==> src/rtl/alion_fetch_align.sv <==
// Instruction fetch aligner: word-aligned fetches into a 4-halfword queue,
// one RV32IC instruction (16- or 32-bit, any halfword alignment) per handshake.
module alion_fetch_align #(
    parameter logic [31:0] RESET_PC = 32'h0000_0000
) (
    input  logic        clk,
    input  logic        resetn,
    input  logic        redir_valid,
    input  logic [31:0] redir_pc,
    output logic        mem_valid,
    output logic        mem_instr,
    output logic [31:0] mem_addr,
    input  logic        mem_ready,
    input  logic [31:0] mem_rdata,
    output logic        ins_valid,
    input  logic        ins_ready,
    output logic [31:0] ins_pc,
    output logic [31:0] ins_data,
    output logic        ins_rvc
);

    logic [15:0] hq [4];
    logic [2:0]  cnt;
    logic [31:0] hpc;
    logic [31:1] fpc;
    logic        drop;

    logic        compressed;
    logic        deq;
    logic        hs;
    logic        enq;
    logic [2:0]  deq_n;
    logic [2:0]  enq_n;
    logic [2:0]  cnt_nx;
    logic [31:1] fpc_nx;
    logic [1:0]  base;
    logic [15:0] hq_sh [4];
    logic [15:0] hq_nx [4];

    assign compressed = (hq[0][1:0] != 2'b11);
    assign ins_valid  = compressed ? (cnt >= 3'd1) : (cnt >= 3'd2);
    assign ins_data   = compressed ? {16'h0000, hq[0]} : {hq[1], hq[0]};
    assign ins_pc     = hpc;
    assign ins_rvc    = compressed;
    assign mem_instr  = 1'b1;

    assign deq    = ins_valid && ins_ready;
    assign hs     = mem_valid && mem_ready;
    assign enq    = hs && !drop;
    assign deq_n  = deq ? (compressed ? 3'd1 : 3'd2) : 3'd0;
    assign enq_n  = enq ? (fpc[1] ? 3'd1 : 3'd2) : 3'd0;
    assign cnt_nx = cnt - deq_n + enq_n;
    assign fpc_nx = enq ? {fpc[31:2] + 30'd1, 1'b0} : fpc;

    // Shift out consumed halfwords first, then append behind what remains
    always_comb begin
        hq_sh = hq;
        case (deq_n)
            3'd1: begin
                hq_sh[0] = hq[1];
                hq_sh[1] = hq[2];
                hq_sh[2] = hq[3];
                hq_sh[3] = 16'h0000;
            end
            3'd2: begin
                hq_sh[0] = hq[2];
                hq_sh[1] = hq[3];
                hq_sh[2] = 16'h0000;
                hq_sh[3] = 16'h0000;
            end
            default: ;
        endcase
        hq_nx = hq_sh;
        base  = cnt[1:0] - deq_n[1:0];
        if (enq) begin
            if (fpc[1]) begin
                hq_nx[base] = mem_rdata[31:16];
            end else begin
                hq_nx[base]         = mem_rdata[15:0];
                hq_nx[base + 2'd1]  = mem_rdata[31:16];
            end
        end
    end

    always_ff @(posedge clk) begin
        if (!resetn) begin
            for (int i = 0; i < 4; i++) hq[i] <= 16'h0000;
            cnt       <= 3'd0;
            drop      <= 1'b0;
            hpc       <= RESET_PC & ~32'd1;
            fpc       <= RESET_PC[31:1];
            mem_valid <= 1'b0;
            mem_addr  <= 32'h0000_0000;
        end else if (redir_valid) begin
            cnt <= 3'd0;
            hpc <= redir_pc & ~32'd1;
            fpc <= redir_pc[31:1];
            // A stalled request cannot be withdrawn; mark it for discard instead
            if (mem_valid && !mem_ready) begin
                drop <= 1'b1;
            end else begin
                drop      <= 1'b0;
                mem_valid <= 1'b1;
                mem_addr  <= {redir_pc[31:2], 2'b00};
            end
        end else begin
            hq  <= hq_nx;
            cnt <= cnt_nx;
            fpc <= fpc_nx;
            if (deq) hpc <= hpc + (compressed ? 32'd2 : 32'd4);
            if (hs) drop <= 1'b0;
            if (!mem_valid || mem_ready) begin
                mem_valid <= (cnt_nx <= 3'd2);
                mem_addr  <= {fpc_nx[31:2], 2'b00};
            end
        end
    end

endmodule

==> config.mk <==
export PLATFORM = sky130hd
export DESIGN_NAME = alion_fetch_align
export DESIGN_NICKNAME = d
export VERILOG_FILES = /design/src/rtl/alion_fetch_align.sv
export SDC_FILE = /design/constraint.sdc
export NUM_CORES = 1
export LEC_CHECK = 0
export BUFFER_PORTS_ARGS = -buffer_cell sky130_fd_sc_hd__buf_2
export CAP_MARGIN = 20
export CORE_MARGIN = 1.5
export CORE_UTILIZATION = 55
export DETAILED_ROUTE_END_ITERATION = 7
export GPL_ROUTABILITY_DRIVEN = 0
export PLACE_DENSITY = 0.78
export SLEW_MARGIN = 10
export SYNTH_ARGS = -nofsm -noshare
export SYNTH_HDL_FRONTEND = slang
export SYNTH_SLANG_ARGS = --single-unit
export TNS_END_PERCENT = 100
==> constraint.sdc <==
create_clock -name clk -period 7 [get_ports clk]
set_clock_uncertainty 0.15 [all_clocks]
set_input_delay 0.35 -clock clk [delete_from_list [all_inputs] [get_ports clk]]
set_output_delay 0.35 -clock clk [all_outputs]
set_load 0.01 [all_outputs]
==> results of run 1 <==
==> power groups by stage <==
stage	Sequential (mW)	Clock (mW)	Combinational, mW
final	1.10	0.941	0.956
after global routing	1.11	0.979	1.04
after CTS	1.10	0.942	0.935
after detailed placement	1.12	0	0.928
after global placement	1.11	0	0.914
after floorplan	1.10	0	0.670
==> cells in the final DEF (no fill, tap or decap), types with 30 or more instances in the layout <==
cell type,n
dfxtp_1,161
nand3_1,58
a221oi_1,45
o21ai_0,108
nor2_1,110
nand2_1,118
a21oi_1,87
buf_2,162
nor3_1,30
==> stage by stage <==
stage	worst slack [ps]	power, mW	std cells
3_5_place_dp	2802	2.045	1593
4_1_cts	2745	2.975	1625
6_report	2543	2.998	1625
2_1_floorplan	3601	1.770	1310
3_3_place_gp	2824	2.029	1593
5_1_grt	2300	3.132	1625
==> synthesized netlist by cell type (all sizes together) (4+ instances only) <==
master	count	area (µm²)
dfxtp	161	3223
nand2	118	442.9
o21ai	112	560.5
nor2	110	412.9
clkbuf	95	356.6
a21oi	88	440.4
nand3	58	290.3
a221oi	46	409.1
buf	35	215.2
nor3	32	165.2
mux2i	29	290.3
o211ai	29	217.7
a31oi	25	156.4
inv	25	93.84
and3	24	150.1
nand2b	23	143.9
and2	22	137.6
xnor2	22	192.7
mux2	21	236.5
xor2	18	157.7
nor4	16	106.4
o22ai	16	100.1
a211o	15	131.4
a22oi	14	105.1
a311o	14	140.1
nand4	14	93.84
a22o	13	113.9
a211oi	12	90.09
and4	12	105.1
or3	9	56.30
nor2b	8	50.05
ha	7	87.58
o31a	7	61.31
a21o	6	45.04
a311oi	6	52.55
o21a	6	45.04
nor3b	4	30.03
==> final cells by class <==
class                           instances  area, µm²
Timing Repair Buffer                  184      975.9
Clock inverter                         11      115.1
Multi-Input combinational cell        992       6200
Tap cell                              229      286.5
Clock buffer                           21      460.4
Inverter                               27      101.3
Fill cell                            1639       6540
Sequential cell                       161       3223
==> flip-flops by register name, summed over array words and instances (netlist names) <==
register	cells
hq	64
drop	1
cnt	3
fpc	31
ins_pc	31
mem_valid	1
mem_addr	30
==> critical path: cells and delay by family, from the launching register on <==
kind,cells,cell delay [ps]
compound gates,5,1520
simple gates,2,600
flops,1,830
buf+inv,1,450
fa+ha+maj,1,750
==> how the worst max path moves through the flow <==
stage / end / slack, ps / cells past startpoint
after floorplan: hq[11]$_SDFFE_PN0N_ / 3600 / 12
after global placement: hq[40]$_SDFFE_PN0N_ / 2820 / 10
after detailed placement: hq[40]$_SDFFE_PN0N_ / 2800 / 10
after CTS: hq[24]$_SDFFE_PN0N_ / 2740 / 9
after global routing: hq[24]$_SDFFE_PN0N_ / 2300 / 9
final: hq[24]$_SDFFE_PN0N_ / 2540 / 9
==> cell families after synthesis <==
family / Yosys count / share of synthesized area [%]
buffers and inverters: 157 / 6.705
AND/OR/NAND/NOR: 460 / 22.61
XOR/XNOR: 40 / 3.489
other: 2 / 0.07480
multiplexers: 50 / 5.247
adder cells (fa/ha/maj): 10 / 1.471
AO/OA/AOI/OAI: 428 / 28.30
flip-flops: 161 / 32.10
==> layer usage <==
metal / track usage [%] / vias to the layer above / wire, µm / part of all wire [%]
li1: - / 4981 / - / -
met1: 45.73 / 4973 / 13720 / 42
met2: 51.85 / 627 / 14540 / 45
met3: 6.962 / 106 / 3357 / 10
met4: 13.13 / 0 / 1005 / 3.1
met5: 0 / - / 0 / 0
==> qor.csv, run 1 <==
stage;metric;value;unit
setup_path;slowest CP cell;dfxtp_1;
final_layout;fraction of layout cells with a size suffix above 1;18.27;%
floorplanning;die area;19070;µm²
final_layout;Final nets;1462;
grt;global-route wire length before repair;52210;µm
setup_path;reg2reg setup slack;2540;ps
grt;largest net degree at the start of global routing;108;
clock_network;hold_buf cts;0;
clock_network;CTS tree;done;
floorplanning;I/O pins;169;
setup_path;worst endpoint required time;7150;ps
final_layout;final core utilization;63.47;%
power;clock network power share;31.4;%
grt;GRT Overall Usage;33.44;%
placement;I/O Buffers;163;
timing;final hold vios;0;
min_path;Hold WC Path Type;input pin to flop;
timing;hold slack;48.23;ps
synth;Synth Register Bits;161;
final_layout;Antenna diodes;0;
clock_network;H-tree Lvls;4;
setup_path;CP cell instances;a21boi_0, o21ai_1, nor2_1, ha_1, inv_1, o21ai_0, nand2_1, a221oi_1, a31oi_1;
setup_path;depth of the worst register-to-register path;9;
route;DR iter-0 viols;1174;
grt;vias in the first global route;9914;
clock_network;total CTS buffers;17;
timing;Max Clk Rate;224.3;MHz
timing;slew margin rel.;21.50;%
route;Routed WL;32610;µm
synth;Yosys cell types;67;
placement;Placed Instance Area;10790;µm²
setup_path;kind of critical path;flop to flop;
grt;initial antenna violation count;0;
floorplanning;core area;17900;µm²
clock_network;Skew-Pair Late Insertion Delay;430;ps
clock_network;Reg clk slew, reported paths;70;ps
synth;Post-Syn Area per Cell;7.676;µm²
synth;Post-synth EDFFs;0;
final_layout;synthesis-to-layout area growth;13.17;%
timing;period utilization;63.68;%
power;sw frac;37.36;%
synth;Syn. warnings;0;
power;Logic pwr share;31.9;%
clock_network;Setup Fix Bufs, Post-CTS;0;
setup_path;Worst R2R Start;hq[49]$_SDFFE_PN0N_;
clock_network;clock sinks;161;
setup_path;Critical Path Max Stage Delay;830;ps
min_path;Hold Path End;ins_pc[1]$_SDFFE_PN0P_;
min_path;number of cells on the worst hold path;3;
min_path;HP Start;redir_pc[1];
setup_path;Worst Path Max Fanout;21;
floorplanning;Initial Util;56.08;%
route;drt pass-1 iters;6;
synth;cell area after synthesis;10040;µm²
power;Pwr per Cell Area;263.9;nW/µm²
setup_path;Crit Reg-Reg Endpoint;hq[24]$_SDFFE_PN0N_;
setup_path;crit end category;flop;
power;Seq pwr share;36.7;%
route;via/cell ratio;6.577;
route;DRC Markers;0;
grt;grt ovf;0;
route;average wire per standard cell;20.07;µm
timing;Final Slew Violations;0;
outcome;status;complete, no violations;
floorplanning;row count;49;
route;Routed Antenna Nets;0;
synth;asr flop ratio synth;0;%
clock_network;Longest Clk Path Bufs;2;
setup_path;crit path from;hq[49]$_SDFFE_PN0N_;
floorplanning;Chip Height;138.1;µm
placement;hpwl dp;21070;µm
floorplanning;Die X;138.1;µm
synth;Syn Inst Count;1308;
power;Max VDD drop;0.1879;mV
clock_network;PostCTS Resize Cnt;0;
timing;Setup Viol. Count Final;0;
timing;TNS Setup;0;ps
synth;register area share after synthesis;32.10;%
clock_network;CTS root buf;clkbuf_16;
route;Vias;10690;
timing;Final min period;4457;ps
final_layout;Post-Layout Inst Area;11360;µm²
setup_path;Critical Path Source Type;flop;
power;Psw;1.120;mW
setup_path;crit path DAT;4600;ps
synth;Primary FF master, synth;dfxtp_1;
power;Pleak;4.473;nW
timing;worst slew pin tran;1171;ps
run;max cap viols;0;
power;Internal;1.878;mW
timing;RSZ-0062 raised after global routing;false;
Note: power is estimated with default switching activity, not from simulation.
==> run 2: changes to the inputs <==
==> constraint.sdc (replaced) <==
create_clock -name clk -period 4.5 [get_ports clk]
set_clock_uncertainty 0.15 [all_clocks]
set_input_delay 0.225 -clock clk [delete_from_list [all_inputs] [get_ports clk]]
set_output_delay 0.225 -clock clk [all_outputs]
set_load 0.01 [all_outputs]
==> qor.csv, run 2 (synthesized netlist as in run 1, its figures left out) <==
stage;metric;value;unit;change
placement;hpwl dp;21730;µm;was 21070 µm
floorplanning;die area;19070;µm²;unchanged
power;Pwr Total;4.764;mW;was 2.998 mW
final_layout;fraction of layout cells with a size suffix above 1;18.77;%;was 18.27%
final_layout;final core utilization;64.66;%;was 63.47%
outcome;status;finished with violations;;was complete, no violations
timing;Final min period;4030;ps;was 4457 ps
setup_path;worst endpoint required time;4730;ps;was 7150 ps
floorplanning;I/O pins;169;;unchanged
placement;I/O Buffers;163;;unchanged
route;DRC Markers;0;;unchanged
min_path;Hold WC Path Type;input pin to flop;;unchanged
timing;hold slack;-0.05085;ps;was 48.23 ps
clock_network;Longest Clk Path Bufs;2;;unchanged
clock_network;CTS root buf;clkbuf_16;;unchanged
timing;slew margin rel.;19.10;%;was 21.50%
placement;Placed Instance Area;10870;µm²;was 10790 µm²
route;average wire per standard cell;20.26;µm;was 20.07 µm
outcome;failing checks;negative hold slack;;
setup_path;Worst Path Max Fanout;13;;was 21
clock_network;PostCTS Resize Cnt;0;;unchanged
clock_network;clock sinks;161;;unchanged
route;Vias;10970;;was 10690
setup_path;Critical Path Source Type;flop;;unchanged
floorplanning;Die X;138.1;µm;unchanged
timing;Final Slew Violations;0;;unchanged
setup_path;kind of critical path;flop to flop;;unchanged
clock_network;Setup Fix Bufs, Post-CTS;0;;unchanged
clock_network;CTS tree;done;;unchanged
route;Routed Antenna Nets;0;;unchanged
min_path;number of cells on the worst hold path;4;;was 3
timing;final hold vios;1;;was 0
setup_path;depth of the worst register-to-register path;10;;was 9
timing;period utilization;89.55;%;was 63.68%
power;Max VDD drop;0.4692;mV;was 0.1879 mV
timing;Max Clk Rate;248.2;MHz;was 224.3 MHz
setup_path;crit path DAT;4260;ps;was 4600 ps
power;Pleak;4.584;nW;was 4.473 nW
clock_network;Reg clk slew, reported paths;70;ps;about the same
final_layout;max reg flops;64;;unchanged
final_layout;Post-Layout Inst Area;11580;µm²;was 11360 µm²
final_layout;synthesis-to-layout area growth;15.30;%;was 13.17%
route;DR iter-0 viols;1420;;was 1174
placement;DP Worst Slack;618.5;ps;was 2802 ps
floorplanning;Chip Height;138.1;µm;unchanged
final_layout;Final nets;1483;;was 1462
grt;largest net degree at the start of global routing;88;;was 108
final_layout;commonest non-fill, non-tap cell in the layout;buf_2;;unchanged
placement;Inst Count DP;1603;;was 1593
timing;setup ws final;470.3;ps;was 2543 ps
grt;grt ovf;0;;unchanged
final_layout;Non-Filler Instances;1646;;was 1625
timing;worst slew pin tran;1209;ps;was 1171 ps
power;Pwr per Cell Area;411.5;nW/µm²;was 263.9 nW/µm²
route;Routed WL;33340;µm;was 32610 µm
final_layout;Top reg by flops;hq;;unchanged
route;drt pass-1 iters;6;;unchanged
grt;global-route wire length before repair;53740;µm;was 52210 µm
floorplanning;row count;49;;unchanged
run;max cap viols;0;;unchanged
timing;Setup Viol. Count Final;0;;unchanged
floorplanning;core area;17900;µm²;unchanged
setup_path;crit end category;flop;;unchanged
clock_network;total CTS buffers;17;;unchanged
final_layout;Antenna diodes;0;;unchanged
final_layout;Fillers;1605;;was 1639
grt;GRT Overall Usage;34.24;%;was 33.44%
grt;initial antenna violation count;0;;unchanged
clock_network;Skew-Pair Late Insertion Delay;450;ps;was 430 ps
clock_network;H-tree Lvls;4;;unchanged
timing;RSZ-0062 raised after global routing;false;;unchanged
grt;vias in the first global route;10250;;was 9914
route;via/cell ratio;6.666;;was 6.577
floorplanning;Initial Util;56.08;%;unchanged
timing;TNS Setup;0;ps;unchanged
final_layout;most frequent cells in the layout;162 x buf_2, 161 x dfxtp_1, 118 x nand2_1;;unchanged
run 2: cell count changes in the layout (fill, tap and decap cells not counted), sizes merged:
cell         delta
buf            +11
clkbuf          -3
clkinv          +1
dlygate4sd3    +10
inv             +2
run 2: metal layers:
layer	track usage, %	part of all wire [%]
met1	46.72	42
met2	52.42	45
met3	6.720	10
met4	15.62	3.5
met5	0	0
run 2: critical path, cell delays in order, from the launching register on:
cell and delay [ps]:
dfxtp_1 380, buf_4 220, a21boi_0 370, o21ai_1 130, nor2_1 150, ha_1 260, inv_1 330, nand2_1 460
nor2_1 1050, a221oi_1 250, a21oi_1 190
run 2: path summary, 6_finish.rpt:
path | slack (ps) | end | from
worst max register to register | 470 | hq[41]$_SDFFE_PN0N_ | hq[48]$_SDFFE_PN0N_
worst min-delay path | -0.05 | fpc[25]$_SDFF_PN0_ | redir_pc[25]
worst max-delay path | 470 | hq[41]$_SDFFE_PN0N_ | hq[48]$_SDFFE_PN0N_
worst min register to register | 310 | mem_addr[6]$_SDFFE_PN0P_ | mem_addr[6]$_SDFFE_PN0P_
run 2: area by class of cell:
class	instances	area (µm²)	area share, %
multi-input combinational	992	6191	53.48
sequential	161	3223	27.84
timing repair buffer	205	1171	10.12
clock buffer	18	439.2	3.794
tap	229	286.5	2.475
clock inverter	14	163.9	1.416
inverter	27	101.3	0.8755
run 2: repair_timing:
action                                  4_1_cts  5_1_grt
endpoints found under the hold margin        12        0
endpoints found under the setup margin        0        0
hold buffers                                 10        0
run 2: report_power, final:
| part | leakage [nW] | switching (mW) | internal (mW) |
|---|---|---|---|
| clock network | 0.290 | 0.714 | 0.808 |
| registers | 1.33 | 0.142 | 1.56 |
| logic | 2.96 | 0.959 | 0.578 |
==> run 3: changes to the inputs <==
--- a/config.mk
+++ b/config.mk
@@ -7,11 +7,14 @@
 export LEC_CHECK = 0
 export BUFFER_PORTS_ARGS = -buffer_cell sky130_fd_sc_hd__buf_2
 export CAP_MARGIN = 20
+export CELL_PAD_IN_SITES_DETAIL_PLACEMENT = 1
+export CELL_PAD_IN_SITES_GLOBAL_PLACEMENT = 2
 export CORE_MARGIN = 1.5
-export CORE_UTILIZATION = 55
+export CORE_UTILIZATION = 33
 export DETAILED_ROUTE_END_ITERATION = 7
 export GPL_ROUTABILITY_DRIVEN = 0
-export PLACE_DENSITY = 0.78
+export PLACE_DENSITY = 0.81
+export RECOVER_POWER = 100
 export SLEW_MARGIN = 10
 export SYNTH_ARGS = -nofsm -noshare
 export SYNTH_HDL_FRONTEND = slang
==> qor.csv, run 3 (synthesized netlist as in run 1, its figures left out) <==
stage;metric;value;unit;change
outcome;status;finished with violations;;unchanged
outcome;failing checks;max-capacitance violations, max-slew violations;;was negative hold slack
timing;setup ws final;476.2;ps;was 470.3 ps
min_path;HP Start;redir_pc[24];;was redir_pc[25]
final_layout;final core utilization;39.01;%;was 64.66%
grt;vias in the first global route;10540;;was 10250
timing;hold slack;15.37;ps;was -0.05085 ps
route;highest routed layer;met4;;unchanged
route;via/cell ratio;5.977;;was 6.666
clock_network;total CTS buffers;17;;unchanged
min_path;Hold WC Path Type;input pin to flop;;unchanged
power;Max VDD drop;0.2717;mV;was 0.4692 mV
route;Routed Antenna Nets;0;;unchanged
floorplanning;Chip Height;177.4;µm;was 138.1 µm
setup_path;worst endpoint required time;4660;ps;was 4730 ps
setup_path;Worst Path Max Fanout;55;;was 13
final_layout;multi-input logic area;6165;µm²;was 6191 µm²
timing;Final Slew Violations;30;;was 0
clock_network;Skew-Pair Late Insertion Delay;450;ps;about the same
grt;global-route wire length before repair;61090;µm;was 53740 µm
clock_network;clock sinks;161;;unchanged
final_layout;most frequent cells in the layout;161 x dfxtp_1, 118 x nand2_1, 110 x o21ai_0, 110 x nor2_1, 100 x clkbuf_1;;was 162 x buf_2, 161 x dfxtp_1, 118 x nand2_1
final_layout;Final nets;1484;;was 1483
grt;initial antenna violation count;1;;was 0
route;DRC Markers;0;;unchanged
power;Pleak;4.200;nW;was 4.584 nW
floorplanning;die area;31480;µm²;was 19070 µm²
timing;worst slew pin tran;2140;ps;was 1209 ps
timing;Max Clk Rate;248.5;MHz;was 248.2 MHz
final_layout;synthesis-to-layout area growth;15.79;%;was 15.30%
power;Pwr per Cell Area;413.3;nW/µm²;was 411.5 nW/µm²
timing;Setup Viol. Count Final;0;;unchanged
clock_network;H-tree Lvls;4;;unchanged
grt;GRT Overall Usage;25.22;%;was 34.24%
final_layout;fraction of layout cells with a size suffix above 1;10.94;%;was 18.77%
timing;RSZ-0062 raised after global routing;false;;unchanged
timing;final hold vios;0;;was 1
power;Internal;2.951;mW;was 2.948 mW
clock_network;Setup Fix Bufs, Post-CTS;0;;unchanged
setup_path;crit end category;flop;;unchanged
placement;Placed Instance Area;11090;µm²;was 10870 µm²
clock_network;PostCTS Resize Cnt;0;;unchanged
power;Seq pwr share;35.7;%;was 35.8%
placement;DP Worst Slack;931.2;ps;was 618.5 ps
setup_path;crit path DAT;4180;ps;was 4260 ps
route;met2 wire len;18520;µm;was 14930 µm
floorplanning;I/O pins;169;;unchanged
setup_path;depth of the worst register-to-register path;8;;was 10
power;Psw;1.853;mW;was 1.815 mW
clock_network;Longest Clk Path Bufs;2;;unchanged
floorplanning;core area;29800;µm²;was 17900 µm²
timing;Final min period;4024;ps;was 4030 ps
final_layout;Fillers;3692;;was 1605
route;DR iter-0 viols;757;;was 1420
setup_path;reg2reg setup slack;480;ps;was 470 ps
placement;I/O Buffers;163;;unchanged
setup_path;Crit Reg-Reg Endpoint;hq[28]$_SDFFE_PN0N_;;was hq[41]$_SDFFE_PN0N_
route;Vias;10800;;was 10970
route;wire length on met3;2071;µm;was 3398 µm
final_layout;max reg flops;64;;unchanged
clock_network;CTS tree;done;;unchanged
clock_network;CTS root buf;clkbuf_16;;unchanged
grt;grt ovf;0;;unchanged
route;drt pass-1 iters;8;;was 6
setup_path;Worst R2R Start;hq[49]$_SDFFE_PN0N_;;was hq[48]$_SDFFE_PN0N_
floorplanning;Die X;177.4;µm;was 138.1 µm
setup_path;kind of critical path;flop to flop;;unchanged
min_path;number of cells on the worst hold path;4;;unchanged
route;Metal-1 WL;18590;µm;was 13860 µm
setup_path;Critical Path Source Type;flop;;unchanged
grt;largest net degree at the start of global routing;85;;was 88
final_layout;Post-Layout Inst Area;11620;µm²;was 11580 µm²
min_path;Hold Path End;fpc[24]$_SDFF_PN0_;;was fpc[25]$_SDFF_PN0_
final_layout;commonest non-fill, non-tap cell in the layout;dfxtp_1;;was buf_2
power;sw frac;38.58;%;was 38.11%
placement;Inst Count DP;1765;;was 1603
power;clock network power share;31.9;%;about the same
final_layout;register area;3223;µm²;unchanged
power;Pwr Total;4.804;mW;was 4.764 mW
final_layout;Antenna diodes;0;;unchanged
final_layout;Non-Filler Instances;1807;;was 1646
route;Routed WL;39840;µm;was 33340 µm
run;max cap viols;1;;was 0
floorplanning;Initial Util;33.69;%;was 56.08%
final_layout;Top reg by flops;hq;;unchanged
timing;TNS Setup;0;ps;unchanged
power;Logic pwr share;32.4;%;was 32.3%
floorplanning;row count;63;;was 49
placement;hpwl dp;26990;µm;was 21730 µm
route;average wire per standard cell;22.05;µm;was 20.26 µm
timing;slew margin rel.;-43.60;%;was 19.10%
timing;period utilization;89.42;%;was 89.55%
clock_network;Reg clk slew, reported paths;70;ps;about the same
-- run 3: area by class of cell --
cell class,count,area share (%)
multi-input combinational,992,53.03
clock buffer,17,3.659
sequential,161,27.73
tap,390,4.198
inverter,27,0.8718
timing repair buffer,206,9.095
clock inverter,14,1.421
-- run 3: power by group through the flow --
| stage | Sequential [mW] | Combinational (mW) | Clock, mW |
|---|---|---|---|
| final | 1.72 | 1.55 | 1.53 |
| after global routing | 1.74 | 1.70 | 1.61 |
| after CTS | 1.71 | 1.58 | 1.56 |
| after detailed placement | 1.74 | 1.56 | 0 |
| after global placement | 1.74 | 1.53 | 0 |
| after floorplan | 1.71 | 1.04 | 0 |
-- run 3: critical path: stages (launching register included) --
cell and delay, ps:
dfxtp_1 440, and2_1 180, clkbuf_1 850, clkinv_1 270, clkbuf_2 760, and2_1 470, mux2_2 280, a221oi_1 310
a31oi_1 140
-- run 3: layer usage --
metal	vias up	track usage (%)
li1	5018	-
met1	5421	34.51
met4	0	7.878
met2	318	40.12
met3	43	4.456
met5	-	0
-- run 3: worst max-delay path by stage --
stage,startpoint,endpoint,depth (start not counted)
after global routing,hq[49]$_SDFFE_PN0N_,hq[15]$_SDFFE_PN0N_,9
after floorplan,hq[49]$_SDFFE_PN0N_,hq[11]$_SDFFE_PN0N_,12
after CTS,cnt[0]$_SDFF_PP0_,hq[34]$_SDFFE_PN0N_,9
after global placement,cnt[0]$_SDFF_PP0_,hq[47]$_SDFFE_PN0N_,10
after detailed placement,cnt[0]$_SDFF_PP0_,hq[34]$_SDFFE_PN0N_,9
final,hq[49]$_SDFFE_PN0N_,hq[28]$_SDFFE_PN0N_,8
-- run 3: repair_timing --
| item | in CTS | in global routing |
|---|---|---|
| hold buffers | 11 | 0 |
| setup endpoints to repair | 0 | 0 |
| endpoints found under the hold margin | 14 | 0 |
